**src/rtl/cpu_boot_ctrl_if.sv**
```systemverilog
// Program-load stream and CPU memory write port of the boot controller.
// The controller side uses the slave modport, the loader/memory side uses master.
interface cpu_boot_ctrl_if #(
   parameter int ADDR_W = 5,
   parameter int DATA_W = 8
);
   logic              ld_valid;
   logic              ld_ready;
   logic [DATA_W-1:0] ld_data;
   logic              ld_last;
   logic              mem_we;
   logic [ADDR_W-1:0] mem_addr;
   logic [DATA_W-1:0] mem_wdata;

   modport master (
      output ld_valid, ld_data, ld_last,
      input  ld_ready, mem_we, mem_addr, mem_wdata
   );

   modport slave (
      input  ld_valid, ld_data, ld_last,
      output ld_ready, mem_we, mem_addr, mem_wdata
   );
endinterface

```
**src/rtl/cpu_boot_ctrl.sv**
```systemverilog
// Loads a VeriRISC program into CPU memory, holds the CPU in reset, then runs it
// with a 4-bit phase counter until halt or a cycle timeout.
module cpu_boot_ctrl #(
   parameter int ADDR_W   = 5,
   parameter int DATA_W   = 8,
   parameter int RST_HOLD = 2,
   parameter int TIMEOUT  = 4096
) (
   input  logic              clk,
   input  logic              rst,
   input  logic              start,
   cpu_boot_ctrl_if.slave    bus,
   output logic              cpu_rst,
   output logic [3:0]        count,
   output logic              control_clk,
   output logic              cpu_clk,
   output logic              fetch,
   output logic              alu_clk,
   input  logic              halt,
   output logic [ADDR_W:0]   words_loaded,
   output logic              done,
   output logic              timeout
);
   localparam int CYC_W  = $clog2(TIMEOUT) + 1;
   localparam int HOLD_W = (RST_HOLD > 1) ? $clog2(RST_HOLD + 1) : 1;
   localparam logic [ADDR_W:0]   LAST_SLOT = (ADDR_W+1)'((1 << ADDR_W) - 1);
   localparam logic [CYC_W-1:0]  CYC_LAST  = CYC_W'(TIMEOUT - 1);
   localparam logic [HOLD_W-1:0] HOLD_LAST = HOLD_W'(RST_HOLD - 1);

   typedef enum logic [2:0] {
      IDLE,
      LOAD,
      CRST,
      RUN,
      DONE,
      ERR
   } state_t;

   state_t            state;
   logic [HOLD_W-1:0] hold_cnt;
   logic [CYC_W-1:0]  cyc_cnt;

   assign control_clk = ~count[0];
   assign cpu_clk     = count[1];
   assign fetch       = ~count[3];
   assign alu_clk     = ~(count == 4'hC);

   // words_loaded doubles as the write pointer; it is cleared on every start
   // and stops advancing once the last slot is taken, so it never wraps.
   always_ff @(posedge clk) begin
      if (!rst) begin
         state         <= IDLE;
         count         <= 4'd0;
         words_loaded  <= '0;
         bus.mem_we    <= 1'b0;
         bus.mem_addr  <= '0;
         bus.mem_wdata <= '0;
         bus.ld_ready  <= 1'b0;
         cpu_rst       <= 1'b0;
         done          <= 1'b0;
         timeout       <= 1'b0;
         hold_cnt      <= '0;
         cyc_cnt       <= '0;
      end else begin
         bus.mem_we <= 1'b0;
         case (state)
            IDLE, DONE, ERR: begin
               if (start) begin
                  state        <= LOAD;
                  bus.ld_ready <= 1'b1;
                  cpu_rst      <= 1'b0;
                  count        <= 4'd0;
                  words_loaded <= '0;
                  done         <= 1'b0;
                  timeout      <= 1'b0;
               end
            end
            LOAD: begin
               if (bus.ld_valid && bus.ld_ready) begin
                  bus.mem_we    <= 1'b1;
                  bus.mem_addr  <= words_loaded[ADDR_W-1:0];
                  bus.mem_wdata <= DATA_W'(bus.ld_data);
                  words_loaded  <= words_loaded + (ADDR_W+1)'(1);
                  if (bus.ld_last || (words_loaded == LAST_SLOT)) begin
                     state        <= CRST;
                     bus.ld_ready <= 1'b0;
                     hold_cnt     <= '0;
                  end
               end
            end
            CRST: begin
               if (hold_cnt == HOLD_LAST) begin
                  state   <= RUN;
                  cpu_rst <= 1'b1;
                  cyc_cnt <= '0;
               end else begin
                  hold_cnt <= hold_cnt + HOLD_W'(1);
               end
            end
            // Halt takes priority over a timeout landing on the same edge.
            RUN: begin
               count   <= count + 4'd1;
               cyc_cnt <= cyc_cnt + CYC_W'(1);
               if (halt) begin
                  state <= DONE;
                  done  <= 1'b1;
               end else if (cyc_cnt == CYC_LAST) begin
                  state   <= ERR;
                  timeout <= 1'b1;
               end
            end
            default: state <= IDLE;
         endcase
      end
   end
endmodule
```
**src/flat_wrapper.sv**
```systemverilog
// flat-port wrapper written by rule: the top's interface ports become plain ports
module cpu_boot_ctrl_flat 
#(
   parameter int ADDR_W   = 5,
   parameter int DATA_W   = 8,
   parameter int RST_HOLD = 2,
   parameter int TIMEOUT  = 4096
)
  (clk, rst, start, cpu_rst, count, control_clk, cpu_clk, fetch, alu_clk, halt, words_loaded, done, timeout, bus_ld_valid, bus_ld_data, bus_ld_last, bus_ld_ready, bus_mem_we, bus_mem_addr, bus_mem_wdata);
  cpu_boot_ctrl_if #(.ADDR_W(ADDR_W), .DATA_W(DATA_W)) bus_i ();
  input  logic clk;
  input  logic rst;
  input  logic start;
  output logic cpu_rst;
  output logic [3:0] count;
  output logic control_clk;
  output logic cpu_clk;
  output logic fetch;
  output logic alu_clk;
  input  logic halt;
  output logic [ADDR_W:0] words_loaded;
  output logic done;
  output logic timeout;
  input wire logic [$bits(bus_i.ld_valid)-1:0] bus_ld_valid;
  input wire logic [$bits(bus_i.ld_data)-1:0] bus_ld_data;
  input wire logic [$bits(bus_i.ld_last)-1:0] bus_ld_last;
  output wire logic [$bits(bus_i.ld_ready)-1:0] bus_ld_ready;
  output wire logic [$bits(bus_i.mem_we)-1:0] bus_mem_we;
  output wire logic [$bits(bus_i.mem_addr)-1:0] bus_mem_addr;
  output wire logic [$bits(bus_i.mem_wdata)-1:0] bus_mem_wdata;
  assign bus_i.ld_valid = bus_ld_valid;
  assign bus_i.ld_data = bus_ld_data;
  assign bus_i.ld_last = bus_ld_last;
  assign bus_ld_ready = bus_i.ld_ready;
  assign bus_mem_we = bus_i.mem_we;
  assign bus_mem_addr = bus_i.mem_addr;
  assign bus_mem_wdata = bus_i.mem_wdata;
  cpu_boot_ctrl #(.ADDR_W(ADDR_W), .DATA_W(DATA_W), .RST_HOLD(RST_HOLD), .TIMEOUT(TIMEOUT)) u_core (.clk(clk), .rst(rst), .start(start), .bus(bus_i), .cpu_rst(cpu_rst), .count(count), .control_clk(control_clk), .cpu_clk(cpu_clk), .fetch(fetch), .alu_clk(alu_clk), .halt(halt), .words_loaded(words_loaded), .done(done), .timeout(timeout));
endmodule
```
**config.mk**
```make
export PLATFORM = sky130hd
export DESIGN_NAME = cpu_boot_ctrl_flat
export DESIGN_NICKNAME = d
export VERILOG_FILES = /design/src/rtl/cpu_boot_ctrl_if.sv /design/src/rtl/cpu_boot_ctrl.sv /design/src/flat_wrapper.sv
export SDC_FILE = /design/constraint.sdc
export NUM_CORES = 1
export LEC_CHECK = 0
export ABC_AREA = 1
export BUFFER_PORTS_ARGS = -buffer_cell sky130_fd_sc_hd__clkbuf_2
export CAP_MARGIN = 20
export CORE_MARGIN = 2
export CORE_UTILIZATION = 29
export CTS_CLUSTER_SIZE = 8
export DETAILED_ROUTE_END_ITERATION = 10
export SYNTH_ARGS = -nofsm -noshare
export SYNTH_HDL_FRONTEND = slang
export SYNTH_SLANG_ARGS = --single-unit
```
**constraint.sdc**
```tcl
create_clock -name clk -period 1.96 [get_ports clk]
set_clock_uncertainty 0.2 [all_clocks]
set_input_delay 0.392 -clock clk [delete_from_list [all_inputs] [get_ports clk]]
set_output_delay 0.392 -clock clk [all_outputs]
set_load 0.01 [all_outputs]
```
Word-level counts from Yosys, hierarchy flattened
Index checks and enable logic that the tools add are counted.
Widths: inputs -> output; s select.
{ "classes": {"n_bitwise": 3, "muxes": 31, "addsub": 4, "reduce_logical": 20, "n_eq_ne": 18} }
{ "ops": {"columns": ["op", "n"], "rows": [
  ["$pmux 13 s2", 1],
  ["$mux 3", 6],
  ["$add 13x1->13 const B", 1],
  ["$eq 13x12->1 const B", 1],
  ["$mux 13", 1],
  ["$mux 6", 2],
  ["$pmux 3 s4", 1],
  ["$pmux 6 s2", 1],
  ["$reduce_and 4->1", 3],
  ["$reduce_bool 2->1", 5],
  ["$mux 1", 9],
  ["$reduce_and 3->1", 3],
  ["$ne 2x1->1 const B", 4],
  ["$ne 2x2->1 const B", 4],
  ["$pmux 1 s2", 4],
  ["$pmux 4 s2", 1],
  ["$reduce_and 2->1", 4],
  ["$add 6x1->6 const B", 1],
  ["$eq 3x2->1 const B", 2],
  ["$eq 3x3->1 const B", 2],
  ["$eq 6x5->1 const B", 1],
  ["$mux 2", 3],
  ["$reduce_and 5->1", 1],
  ["$add 4x1->4 const B", 1],
  ["other kinds (12)", 14]
]} }
{ "totals": {"wordCells": 88, "out_inout_bits": 32, "ff_bits": 46, "in_bits": 14} }

Longest topological paths before layout
{ "depth": {"word_depth": 5, "ltp_mapped": 11, "depth_no_buf": 11} }

Worst setup path before layout
Ideal clock, no wire load.
{ "synth_timing": {"kind": "reg2reg", "start": "register u_core.words_loaded[1]", "end": "register u_core.state[0]", "period_less_slack_ps": 1576, "arrival_time_ps": 1262, "path_slack_ps": 384, "stages_incl_launch_ff": 9, "setup_time_ps": 114, "path_cell_list": "dfxtp_1 ha_1 nand3_1 o21bai_1 nand2_1 nand2_1 nand3_4 nor2_1 nor2_2"} }
{ "synth_between": {"elab_chain_cells": 4} }
{ "synth_rtl": {"columns": ["item", "line", "text"], "rows": [
  ["start, declared", "cpu_boot_ctrl.sv:20", "output logic [ADDR_W:0] words_loaded,"],
  ["start signal, assigned", "cpu_boot_ctrl.sv:83", "words_loaded <= words_loaded + (ADDR_W+1)'(1);"],
  ["$eq 6x5->1", "cpu_boot_ctrl.sv:84", "if (bus.ld_last || (words_loaded == LAST_SLOT)) begin"],
  ["$logic_or 1x1->1", "cpu_boot_ctrl.sv:84", null],
  ["$ne 2x1->1 (no line)", null, null],
  ["$reduce_and 5->1 (no line)", null, null],
  ["end signal, assigned", "cpu_boot_ctrl.sv:85", "state <= CRST;"],
  ["end signal, assigned", "cpu_boot_ctrl.sv:93", "state <= RUN;"],
  ["end signal, assigned", "cpu_boot_ctrl.sv:105", "state <= DONE;"],
  ["end, declared", "cpu_boot_ctrl.sv:39", "state_t state;"]
]} }
Every way passes these cells.
A chain may end at the register's enable or synchronous reset.

Final worst setup path
{ "layout_timing": {"start": "register u_core.count[0]", "end": "output alu_clk"} }
{ "layout_between": {"elab_chain_cells": 2} }
{ "layout_rtl": {"columns": ["item", "line", "text"], "rows": [
  ["start, declared", "cpu_boot_ctrl.sv:14", "output logic [3:0] count,"],
  ["start signal, assigned", "cpu_boot_ctrl.sv:102", "count <= count + 4'd1;"],
  ["$eq 4x4->1", "cpu_boot_ctrl.sv:46", "assign alu_clk = ~(count == 4'hC);"],
  ["$not 1->1", "cpu_boot_ctrl.sv:46", null],
  ["end, declared", "flat_wrapper.sv:19", "output logic alu_clk;"]
]} }
Every way passes these cells.

==> impl_metrics.py <==
metrics = {
    "pwr": {
        "switchingPower_mw": 0.8597,
        "powerDensity_nw_per_um2": 953.6,
        "pwr-share-comb_pct": 27.8,
        "power.leakage_nw": 1.115,
        "vdd_drop_max_v": 0.0002981,
        "clockPowerShare_pct": 28.9,
        "seq_power_share_pct": 43.3,
        "finalPower_mw": 2.487,
        "p_int_mw": 1.627,
        "p_sw_share_pct": 34.57,
    },
    "synthesis": {
        "synthArstFlopShare_pct": 0,
        "syn_inst": 291,
        "yosys_warnings": 0,
        "synth-seq-cells": 46,
        "ys_types": 36,
        "ys.flop_type": "dfxtp_1",
        "syn-num-nets": 310,
        "synth.yosys.seq_area_share_pct": 42.18,
        "synth_edf_count": 0,
        "netlist_area_um2": 2183,
        "syn_area_per_cell_um2": 7.503,
    },
    "placed_design": {
        "hpwl_mm": 3.590,
        "port_buffers": 45,
        "gp_congestion": 0.7764,
        "place_inst": 429,
        "postPlaceCellArea_um2": 2494,
        "pre_cts_ws_ns": 0.2827,
    },
    "setup_path": {
        "worst_ep_arrival_time_ns": 1.22,
        "worst-path-max-fanout": 6,
        "crit_path_end_kind": "output pin",
        "critPathLaunchType": "flop",
        "worstSetupPathType": "reg -> out",
        "required_ns": 1.37,
    },
    "cells_and_area": {
        "fillers": 785,
        "drive_gt1_share_pct": 27.22,
        "stdcell_count": 437,
        "postLayoutCoreUtil_pct": 35.95,
        "fin_area_um2": 2608,
        "antennaDiodeCount": 0,
        "final_cell_mix": "nand2_1 (46), dfxtp_1 (46), clkbuf_2 (45)",
        "area.growth.synth_to_final_pct": 19.43,
        "fin_nets": 356,
    },
    "global_routing": {
        "grt_pass1_vias": 1872,
        "grt_use_total_pct": 12.25,
        "grt_pass1_wl_mm": 8.466,
        "grt_max_degree": 17,
        "grt_antenna_before_repair": 0,
        "gr-total-overflow": 0,
    },
    "floorplan": {
        "row_count": 31,
        "dieArea_um2": 8239,
        "die-height_um": 90.77,
        "core_um2": 7253,
        "start_util_pct": 30.10,
        "io_pins": 46,
        "die_w_um": 90.77,
    },
    "routing": {
        "antenna_left": 0,
        "wl_per_cell_um": 10.99,
        "drc": 0,
        "wl_mm": 4.801,
        "firstDrtPassIters": 4,
        "viasPerCell": 4.588,
        "num_vias": 2005,
        "drtIter0Drc": 70,
    },
    "sta": {
        "worst_slew_pin_slew_ns": 0.5716,
        "fin_ws_ns": 0.1529,
        "maxSlewHeadroom_pct": 61.85,
        "setup_violations": 0,
        "fmax_mhz": 553.4,
        "fin_crit_ns": 1.807,
        "whs_ns": 0.1368,
        "finalSetupTns_ns": 0,
        "period_share_pct": 92.20,
        "hold_viol_final": 0,
        "rsz0062_at_grt": "no",
        "drv_slew": 0,
    },
    "clocking": {
        "ctsHoldBuffers": 0,
        "numCtsBuffers": 5,
        "h-tree-depth": 2,
        "clk_transition_reported_paths_ns": 0.09,
        "postCtsSetupBuffers": 0,
        "cts_tree": "done",
        "root_buffer": "clkbuf_8",
        "clkSinkCount": 46,
        "clk_path_buf_depth": 2,
        "cts.repair.resized": 0,
        "clk_latency_ns": 0.30,
    },
    "run_status": {
        "status": "finished clean",
    },
    "hold_path": {
        "hold_path.class": "in -> reg",
    },
    "run": {
        "cap_violations": 0,
    },
}
-- sequential cells by signal (all words and copies together), names as in the netlist, 2 cells and up --
signal                cells
u_core.bus.mem_addr       5
u_core.bus.mem_wdata      8
u_core.count              4
u_core.cyc_cnt           13
u_core.hold_cnt           2
u_core.state              3
u_core.words_loaded       6
-- layout make-up --
class	instances	area, um2	area share (%)
multi-input cells	201	1077	41.31
well taps	99	123.9	4.750
repair buffers	46	232.7	8.925
clock inverters	3	45.04	1.727
flip-flops and latches	46	920.9	35.32
clock buffers	5	68.82	2.639
inverters	37	138.9	5.326
-- cells in the mapped netlist, types with 2 or more instances --
master    number  area [um2]
a211oi_1       3       22.52
a211oi_2       2       25.02
a21oi_1       24       120.1
buf_4          2       15.01
dfxtp_1       46       920.9
ha_1           5       62.56
inv_1         28       105.1
inv_2          9       33.78
nand2_1       46       172.7
nand2_2        6       37.54
nand2_4        6       67.56
nand3_1       10       50.05
nand3_2        2       20.02
nand3b_1       2       15.01
nand4_1        3       18.77
nor2_1        44       165.2
nor2_2         6       37.54
nor2_4         2       22.52
o21ai_0       26       130.1
o21ai_1        3       15.01
-- cells by family (layout without fill, tap and decap cells) --
family,count (synthesis),in the layout,share of synthesized area (%)
and+or+nand+nor,132,132,29.91
adders and majority gates,5,5,2.865
AOI/OAI and AO/OA,64,64,16.56
DFF,46,46,42.18
buffers and inverters,44,91,8.481
-- per-layer routing --
| layer | vias to the layer above | global-route usage, % | wire length (um) |
|---|---|---|---|
| met3 | 6 | 3.673 | 256 |
| met1 | 928 | 15.53 | 2281 |
| li1 | 1029 | - | - |
| met4 | 0 | 3.409 | 54 |
| met5 | - | 0 | 0 |
| met2 | 42 | 20.21 | 2209 |
-- final timing paths --
check,startpoint,endpoint,slack (ns),cells after the start
setup / recovery,u_core.count[0],alu_clk,0.15,4
hold / removal,bus_ld_data[3],u_core.bus.mem_wdata[3],0.14,3
setup reg to reg,u_core.words_loaded[0],u_core.state[0],0.26,8
hold reg to reg,u_core.done,u_core.done,0.28,2
-- power by group through the flow --
stage                     Sequential [mW]  Clock (mW)  Combinational [mW]
after floorplan                      1.11           0               0.522
after global placement               1.10           0               0.682
after detailed placement             1.10           0               0.693
after CTS                            1.08       0.746               0.696
after global routing                 1.09       0.779               0.787
final                                1.08       0.719               0.692
-- worst max-delay path: stages, from the launching register on --
cell      delay [ns]
dfxtp_1         0.42
inv_1           0.09
ha_1            0.20
nand3_1         0.08
clkbuf_2        0.13
No activity file was read; power rests on OpenSTA's default activity.
